$ cat src/rtl/reg_file_responder_if.sv
// Register-access bundle between the ID stage / debug host and the register file.
// master drives addresses, write data and debug requests; slave answers them.
interface reg_file_responder_if #(
  parameter int XLEN = 32,
  parameter int IW   = 5
);
  logic [XLEN-1:0] load_pc_reg_addr1;
  logic [XLEN-1:0] load_pc_reg_addr2;
  logic [XLEN-1:0] load_pc_reg_value1;
  logic [XLEN-1:0] load_pc_reg_value2;
  logic [XLEN-1:0] write_pc_reg_addr;
  logic [XLEN-1:0] write_pc_reg_value;
  logic            dbg_req;
  logic            dbg_we;
  logic [IW-1:0]   dbg_addr;
  logic [XLEN-1:0] dbg_wdata;
  logic            dbg_ack;
  logic [XLEN-1:0] dbg_rdata;
  logic            init_busy;
  logic            addr_err;

  modport master (
    output load_pc_reg_addr1, load_pc_reg_addr2, write_pc_reg_addr, write_pc_reg_value,
           dbg_req, dbg_we, dbg_addr, dbg_wdata,
    input  load_pc_reg_value1, load_pc_reg_value2, dbg_ack, dbg_rdata, init_busy, addr_err
  );

  modport slave (
    input  load_pc_reg_addr1, load_pc_reg_addr2, write_pc_reg_addr, write_pc_reg_value,
           dbg_req, dbg_we, dbg_addr, dbg_wdata,
    output load_pc_reg_value1, load_pc_reg_value2, dbg_ack, dbg_rdata, init_busy, addr_err
  );
endinterface

$ cat src/rtl/reg_file_responder.sv
// Architectural register file x0..x31 with post-reset clear sequencer and debug port.
// Optional macro RF_BYPASS_EN: write-first forwarding of the committing pipeline write to reads.
module reg_file_responder #(
  parameter int NUM_REGS = 32,
  parameter int XLEN     = 32
) (
  input logic                clk,
  input logic                reset,
  reg_file_responder_if.slave rf
);
  localparam int IW = $clog2(NUM_REGS);

  typedef enum logic [1:0] {ST_INIT, ST_IDLE, ST_DACK} state_e;

  state_e          state_q;
  logic [IW-1:0]   init_cnt_q;
  logic            init_busy_q;
  logic            dbg_ack_q;
  logic [XLEN-1:0] dbg_rdata_q;
  logic            addr_err_q;
  logic [XLEN-1:0] regs [NUM_REGS];

  logic          in_init;
  logic [IW-1:0] wr_idx;
  logic          wr_in_range;
  logic          pipe_we;
  logic          dbg_conflict;
  logic          dbg_accept;
  logic          dbg_wr_en;
  logic          addr_bad;

  assign in_init      = (state_q == ST_INIT);
  assign wr_idx       = rf.write_pc_reg_addr[IW-1:0];
  assign wr_in_range  = (rf.write_pc_reg_addr[XLEN-1:IW] == '0);
  assign pipe_we      = !in_init && (wr_idx != '0) && wr_in_range;
  // A debug write aimed at the register the pipeline is writing waits, so the pipeline never loses its data.
  assign dbg_conflict = rf.dbg_we && (wr_idx != '0) && (rf.dbg_addr == wr_idx);
  assign dbg_accept   = (state_q == ST_IDLE) && rf.dbg_req && !dbg_conflict;
  assign dbg_wr_en    = dbg_accept && rf.dbg_we && (rf.dbg_addr != '0);
  assign addr_bad     = (rf.load_pc_reg_addr1[XLEN-1:IW] != '0) ||
                        (rf.load_pc_reg_addr2[XLEN-1:IW] != '0) || !wr_in_range;

  function automatic logic [XLEN-1:0] read_port(input logic [XLEN-1:0] addr);
    logic [IW-1:0] idx;
    idx = addr[IW-1:0];
    if (in_init || (addr[XLEN-1:IW] != '0) || (idx == '0))
      return '0;
`ifdef RF_BYPASS_EN
    if (pipe_we && (idx == wr_idx))
      return rf.write_pc_reg_value;
`endif
    return regs[idx];
  endfunction

  always_comb begin
    rf.load_pc_reg_value1 = read_port(rf.load_pc_reg_addr1);
    rf.load_pc_reg_value2 = read_port(rf.load_pc_reg_addr2);
  end

  // NOTE: the storage array has no reset branch; the INIT sequence clears it, keeping it RAM-mappable.
  always_ff @(posedge clk) begin
    if (in_init)
      regs[init_cnt_q] <= '0;
    if (pipe_we)
      regs[wr_idx] <= rf.write_pc_reg_value;
    if (dbg_wr_en)
      regs[rf.dbg_addr] <= rf.dbg_wdata;
  end

  // NOTE: sequential state uses non-blocking assignments so every register samples pre-edge values.
  always_ff @(posedge clk) begin
    if (reset) begin
      state_q     <= ST_INIT;
      init_cnt_q  <= IW'(1);
      init_busy_q <= 1'b1;
      dbg_ack_q   <= 1'b0;
      dbg_rdata_q <= '0;
      addr_err_q  <= 1'b0;
    end else begin
      dbg_ack_q  <= 1'b0;
      addr_err_q <= addr_err_q | addr_bad;
      unique case (state_q)
        ST_INIT: begin
          init_cnt_q <= init_cnt_q + IW'(1);
          if (init_cnt_q == IW'(NUM_REGS - 1)) begin
            state_q     <= ST_IDLE;
            init_busy_q <= 1'b0;
          end
        end
        ST_IDLE: begin
          if (dbg_accept) begin
            state_q   <= ST_DACK;
            dbg_ack_q <= 1'b1;
            if (!rf.dbg_we)
              dbg_rdata_q <= (rf.dbg_addr == '0) ? '0 : regs[rf.dbg_addr];
          end
        end
        ST_DACK: state_q <= ST_IDLE;
        default: state_q <= ST_INIT;
      endcase
    end
  end

  assign rf.dbg_ack   = dbg_ack_q;
  assign rf.dbg_rdata = dbg_rdata_q;
  assign rf.init_busy = init_busy_q;
  assign rf.addr_err  = addr_err_q;
endmodule

$ cat src/flat_wrapper.sv
// flat-port wrapper written by rule: the top's interface ports become plain ports
module reg_file_responder_flat 
#(
  parameter int NUM_REGS = 32,
  parameter int XLEN     = 32
)
  (clk, reset, rf_load_pc_reg_addr1, rf_load_pc_reg_addr2, rf_write_pc_reg_addr, rf_write_pc_reg_value, rf_dbg_req, rf_dbg_we, rf_dbg_addr, rf_dbg_wdata, rf_load_pc_reg_value1, rf_load_pc_reg_value2, rf_dbg_ack, rf_dbg_rdata, rf_init_busy, rf_addr_err);
  reg_file_responder_if #(.XLEN(XLEN), .IW(5)) rf_i ();
  input logic clk;
  input logic reset;
  input wire logic [$bits(rf_i.load_pc_reg_addr1)-1:0] rf_load_pc_reg_addr1;
  input wire logic [$bits(rf_i.load_pc_reg_addr2)-1:0] rf_load_pc_reg_addr2;
  input wire logic [$bits(rf_i.write_pc_reg_addr)-1:0] rf_write_pc_reg_addr;
  input wire logic [$bits(rf_i.write_pc_reg_value)-1:0] rf_write_pc_reg_value;
  input wire logic [$bits(rf_i.dbg_req)-1:0] rf_dbg_req;
  input wire logic [$bits(rf_i.dbg_we)-1:0] rf_dbg_we;
  input wire logic [$bits(rf_i.dbg_addr)-1:0] rf_dbg_addr;
  input wire logic [$bits(rf_i.dbg_wdata)-1:0] rf_dbg_wdata;
  output wire logic [$bits(rf_i.load_pc_reg_value1)-1:0] rf_load_pc_reg_value1;
  output wire logic [$bits(rf_i.load_pc_reg_value2)-1:0] rf_load_pc_reg_value2;
  output wire logic [$bits(rf_i.dbg_ack)-1:0] rf_dbg_ack;
  output wire logic [$bits(rf_i.dbg_rdata)-1:0] rf_dbg_rdata;
  output wire logic [$bits(rf_i.init_busy)-1:0] rf_init_busy;
  output wire logic [$bits(rf_i.addr_err)-1:0] rf_addr_err;
  assign rf_i.load_pc_reg_addr1 = rf_load_pc_reg_addr1;
  assign rf_i.load_pc_reg_addr2 = rf_load_pc_reg_addr2;
  assign rf_i.write_pc_reg_addr = rf_write_pc_reg_addr;
  assign rf_i.write_pc_reg_value = rf_write_pc_reg_value;
  assign rf_i.dbg_req = rf_dbg_req;
  assign rf_i.dbg_we = rf_dbg_we;
  assign rf_i.dbg_addr = rf_dbg_addr;
  assign rf_i.dbg_wdata = rf_dbg_wdata;
  assign rf_load_pc_reg_value1 = rf_i.load_pc_reg_value1;
  assign rf_load_pc_reg_value2 = rf_i.load_pc_reg_value2;
  assign rf_dbg_ack = rf_i.dbg_ack;
  assign rf_dbg_rdata = rf_i.dbg_rdata;
  assign rf_init_busy = rf_i.init_busy;
  assign rf_addr_err = rf_i.addr_err;
  reg_file_responder #(.NUM_REGS(NUM_REGS), .XLEN(XLEN)) u_core (.clk(clk), .reset(reset), .rf(rf_i));
endmodule
$ cat config.mk
export PLATFORM = sky130hd
export DESIGN_NAME = reg_file_responder_flat
export DESIGN_NICKNAME = d
export VERILOG_FILES = /design/src/rtl/reg_file_responder_if.sv /design/src/rtl/reg_file_responder.sv /design/src/flat_wrapper.sv
export SDC_FILE = /design/constraint.sdc
export NUM_CORES = 2
export LEC_CHECK = 0
export CORE_ASPECT_RATIO = 0.5
export CORE_MARGIN = 2
export CORE_UTILIZATION = 63
export DETAILED_ROUTE_END_ITERATION = 16
export HOLD_SLACK_MARGIN = 0.06
export PLACE_DENSITY = 0.82
export SLEW_MARGIN = 20
export SYNTH_ARGS = -nofsm -noshare
export SYNTH_HDL_FRONTEND = slang
export SYNTH_SLANG_ARGS = --single-unit
$ cat constraint.sdc
create_clock -name clk -period 8.3 [get_ports clk]
set_input_delay 2.49 -clock clk [delete_from_list [all_inputs] [get_ports clk]]
set_output_delay 2.49 -clock clk [all_outputs]
set_load 0.02 [all_outputs]
==> reports/results.ini <==
[cts]
cts_tree = done
cts.sinks = 1066
cts-resized-gates = 0
cts_root_buf = clkbuf_16
cts.clk_slew.worst_paths_ns = 0.07
cts_setup_buffers = 0
clockBufferDepth = 3
cts-hold-fix-buffers = 0
tritoncts.num_buffers = 100
insertion_delay_ns = 0.75
cts_max_level = 3

[route]
routed_via_density = 8.27
num_vias = 53345
route.met3.wl_um = 51900
wl_met2_um = 107000
wl_um = 264000
routedLengthMet1_um = 85600
antenna_left = 0
wire_per_inst_um = 41.0
drt-initial-drc-count = 10094
route.detailed.drc = 0
first_pass_iters = 6
top_layer = met5

[synthesis]
synthArstFlopShare_pct = 0
synth_seq_cells = 1066
yosys_warnings = 0
netlist_area_mm2 = 0.0713
ys_seq_area_share_pct = 44.3
syn_nets = 5080
synth_cell_types = 63
synth_edf_count = 1024
synth.avg_cell_area_um2 = 14.5
synth_ff_type = edfxtp_1
yosys-top-cells-area = edfxtp_1 43%, mux4_2 16%, mux2_2 16%
synth_top_area_share_pct = 43.1
syn_inst = 4909
synth_top_area_cell = edfxtp_1

[worst_setup_path]
worstReg2RegStart = u_core.state_q[0]
cp.arrival_ns = 5.50
path_cells = clkdlybuf4s50_1, nor4_1, nand4_1, nor3_1, nand2_2, buf_4, o32ai_2, clkdlybuf4s50_1
max_stage_delay_ns = 0.70
crit_start = rf_load_pc_reg_addr2[15]
startpoint_type = primary input
cp-end-kind = output pin
crit_fanout = 18
cp_common_cell = clkdlybuf4s50_1
worst_path_max_delay_cell = clkdlybuf4s50_1
crit_type = in -> out
cp.required_ns = 5.81

[sta]
tightest_slew_ns = 1.32
slew_violations = 0
hold_viol = 0
fin_worst_skew_ns = 0.0310
min_period_over_period_pct = 96.3
timing.fmax_mhz = 125
finalSetupViolCount = 0
slew_headroom_pct = 12.1
rsz0062_at_grt = no
finalSetupTns_ns = 0
fin_crit_ns = 7.99

[final_layout]
final_util_pct = 69.9
mostFrequentLayoutCell = edfxtp_1
area_growth_pct = 10.4
nNetsFinal = 5010
final_cell_mix = 1024 x edfxtp_1, 1007 x mux2_2, 618 x mux2i_1, 512 x mux4_2, 343 x o22ai_1
fillers = 7175
drive_gt1_share_pct = 41.9

[floorplanning]
initial_utilization_pct = 63.4
num_rows = 87
die-height_um = 242
io_pins = 268
die-area_mm2 = 0.116
die_w_um = 480
core_mm2 = 0.112

[global_route]
grt_pass1_wl_um = 369000
grt_pass1_vias = 51939
antenna_found_initial = 8
gr-total-overflow = 0
track_usage_pct = 44.7
grt_max_degree = 124

[status]
status = finished clean

[pwr]
power_density_mw_per_mm2 = 155
p_leak_nw = 30.5
ir_drop_v = 0.000170

[min_path]
hold_start = u_core.rf.init_busy
min_path_type = reg -> reg

[placement]
place.gp.congestion = 0.942
place_hpwl_um = 153000
io_buffers = 267

[run]
max-cap-violations = 0

[cells in the mapped netlist, types with 23 or more instances]
cell      number
mux2i_1      618
buf_6         61
mux2_2      1007
buf_2        187
o32ai_1       23
o22ai_1      343
nor4_1        82
clkbuf_1     304
buf_4         34
and2_1        37
nor2_1       124
a21oi_1      109
buf_1         41
mux2_1        35
dfxtp_1       42
a22o_1        32
mux2_4        55
nand2_1       47
mux4_2       512
edfxtp_1    1024
[path summary, 6_finish.rpt]
kind / depth (start not counted) / slack (ns) / endpoint
max: 8 / 0.31 / rf_load_pc_reg_value2[0]
min: 1 / 0.47 / u_core.rf.init_busy
max reg2reg: 7 / 3.89 / u_core.regs[22][18]
min reg2reg: 1 / 0.47 / u_core.rf.init_busy
[report_power, final]
part | internal (W) | leakage (nW) | switching [W] | total, W
Clock | 0.00283 | 1.71 | 0.00220 | 0.00503
Combinational | 0.000449 | 17.1 | 0.000749 | 0.00120
Sequential | 0.00590 | 11.7 | 0.0000552 | 0.00596
Total | 0.00918 | 30.5 | 0.00301 | 0.0122
[critical path, delay by kind of cell]
family / cells / cell delay, ns
and+or+nand+nor: 4 / 1.20
AOI/OAI and AO/OA: 1 / 0.32
buffers and inverters: 3 / 1.49
[through the flow]
| step | std cells | setup WS (ns) | total power (W) | hold WS [ns] | cell area [um2] |
|---|---|---|---|---|---|
| 2_1_floorplan | 4909 | 1.54 | 0.00676 | 0.469 | 71300 |
| 4_1_cts | 6435 | 0.122 | 0.0121 | 0.476 | 78500 |
| 3_3_place_gp | 6236 | 0.0361 | 0.00718 | 0.441 | 74800 |
| 6_report | 6450 | 0.309 | 0.0122 | 0.468 | 78700 |
| 3_5_place_dp | 6245 | 0.135 | 0.00721 | 0.460 | 75000 |
| 5_1_grt | 6441 | 0.121 | 0.0123 | 0.491 | 78600 |
[logic make-up after synthesis]
logic type / count (synthesis) / synth area share (%)
AO/OA/AOI/OAI: 572 / 5.06
buffers and inverters: 642 / 4.59
AND/OR/NAND/NOR: 393 / 3.42
XOR/XNOR: 7 / 0.0860
flip-flops: 1066 / 44.3
adder cells (fa/ha/maj): 2 / 0.0351
multiplexers: 2227 / 42.5
[state kept, by name, summed over array words and instances (netlist names)]
register,cells
u_core.rf.dbg_ack,1
u_core.rf.init_busy,1
u_core.regs,1024
u_core.rf.dbg_rdata,32
u_core.rf.addr_err,1
u_core.state_q,2
u_core.init_cnt_q,5
[layout make-up]
| class | instances | area, um2 | area share [%] |
|---|---|---|---|
| antenna | 10 | 25.0 | 0.0318 |
| tap | 1513 | 1890 | 2.41 |
| sequential | 1066 | 31600 | 40.2 |
| inverter | 6 | 22.5 | 0.0286 |
| clock buffer | 134 | 2830 | 3.59 |
| clock inverter | 56 | 647 | 0.822 |
| multi-input combinational | 3201 | 36900 | 47.0 |
| timing repair buffer | 464 | 4700 | 5.98 |
[routing by layer]
metal | vias to the layer above | GRT usage, %
met3 | 1315 | 21.8
met1 | 26181 | 57.5
met5 | - | 2.04
li1 | 19918 | -
met4 | 8 | 27.2
met2 | 5923 | 60.5
Power figures use the tool's default switching activity.
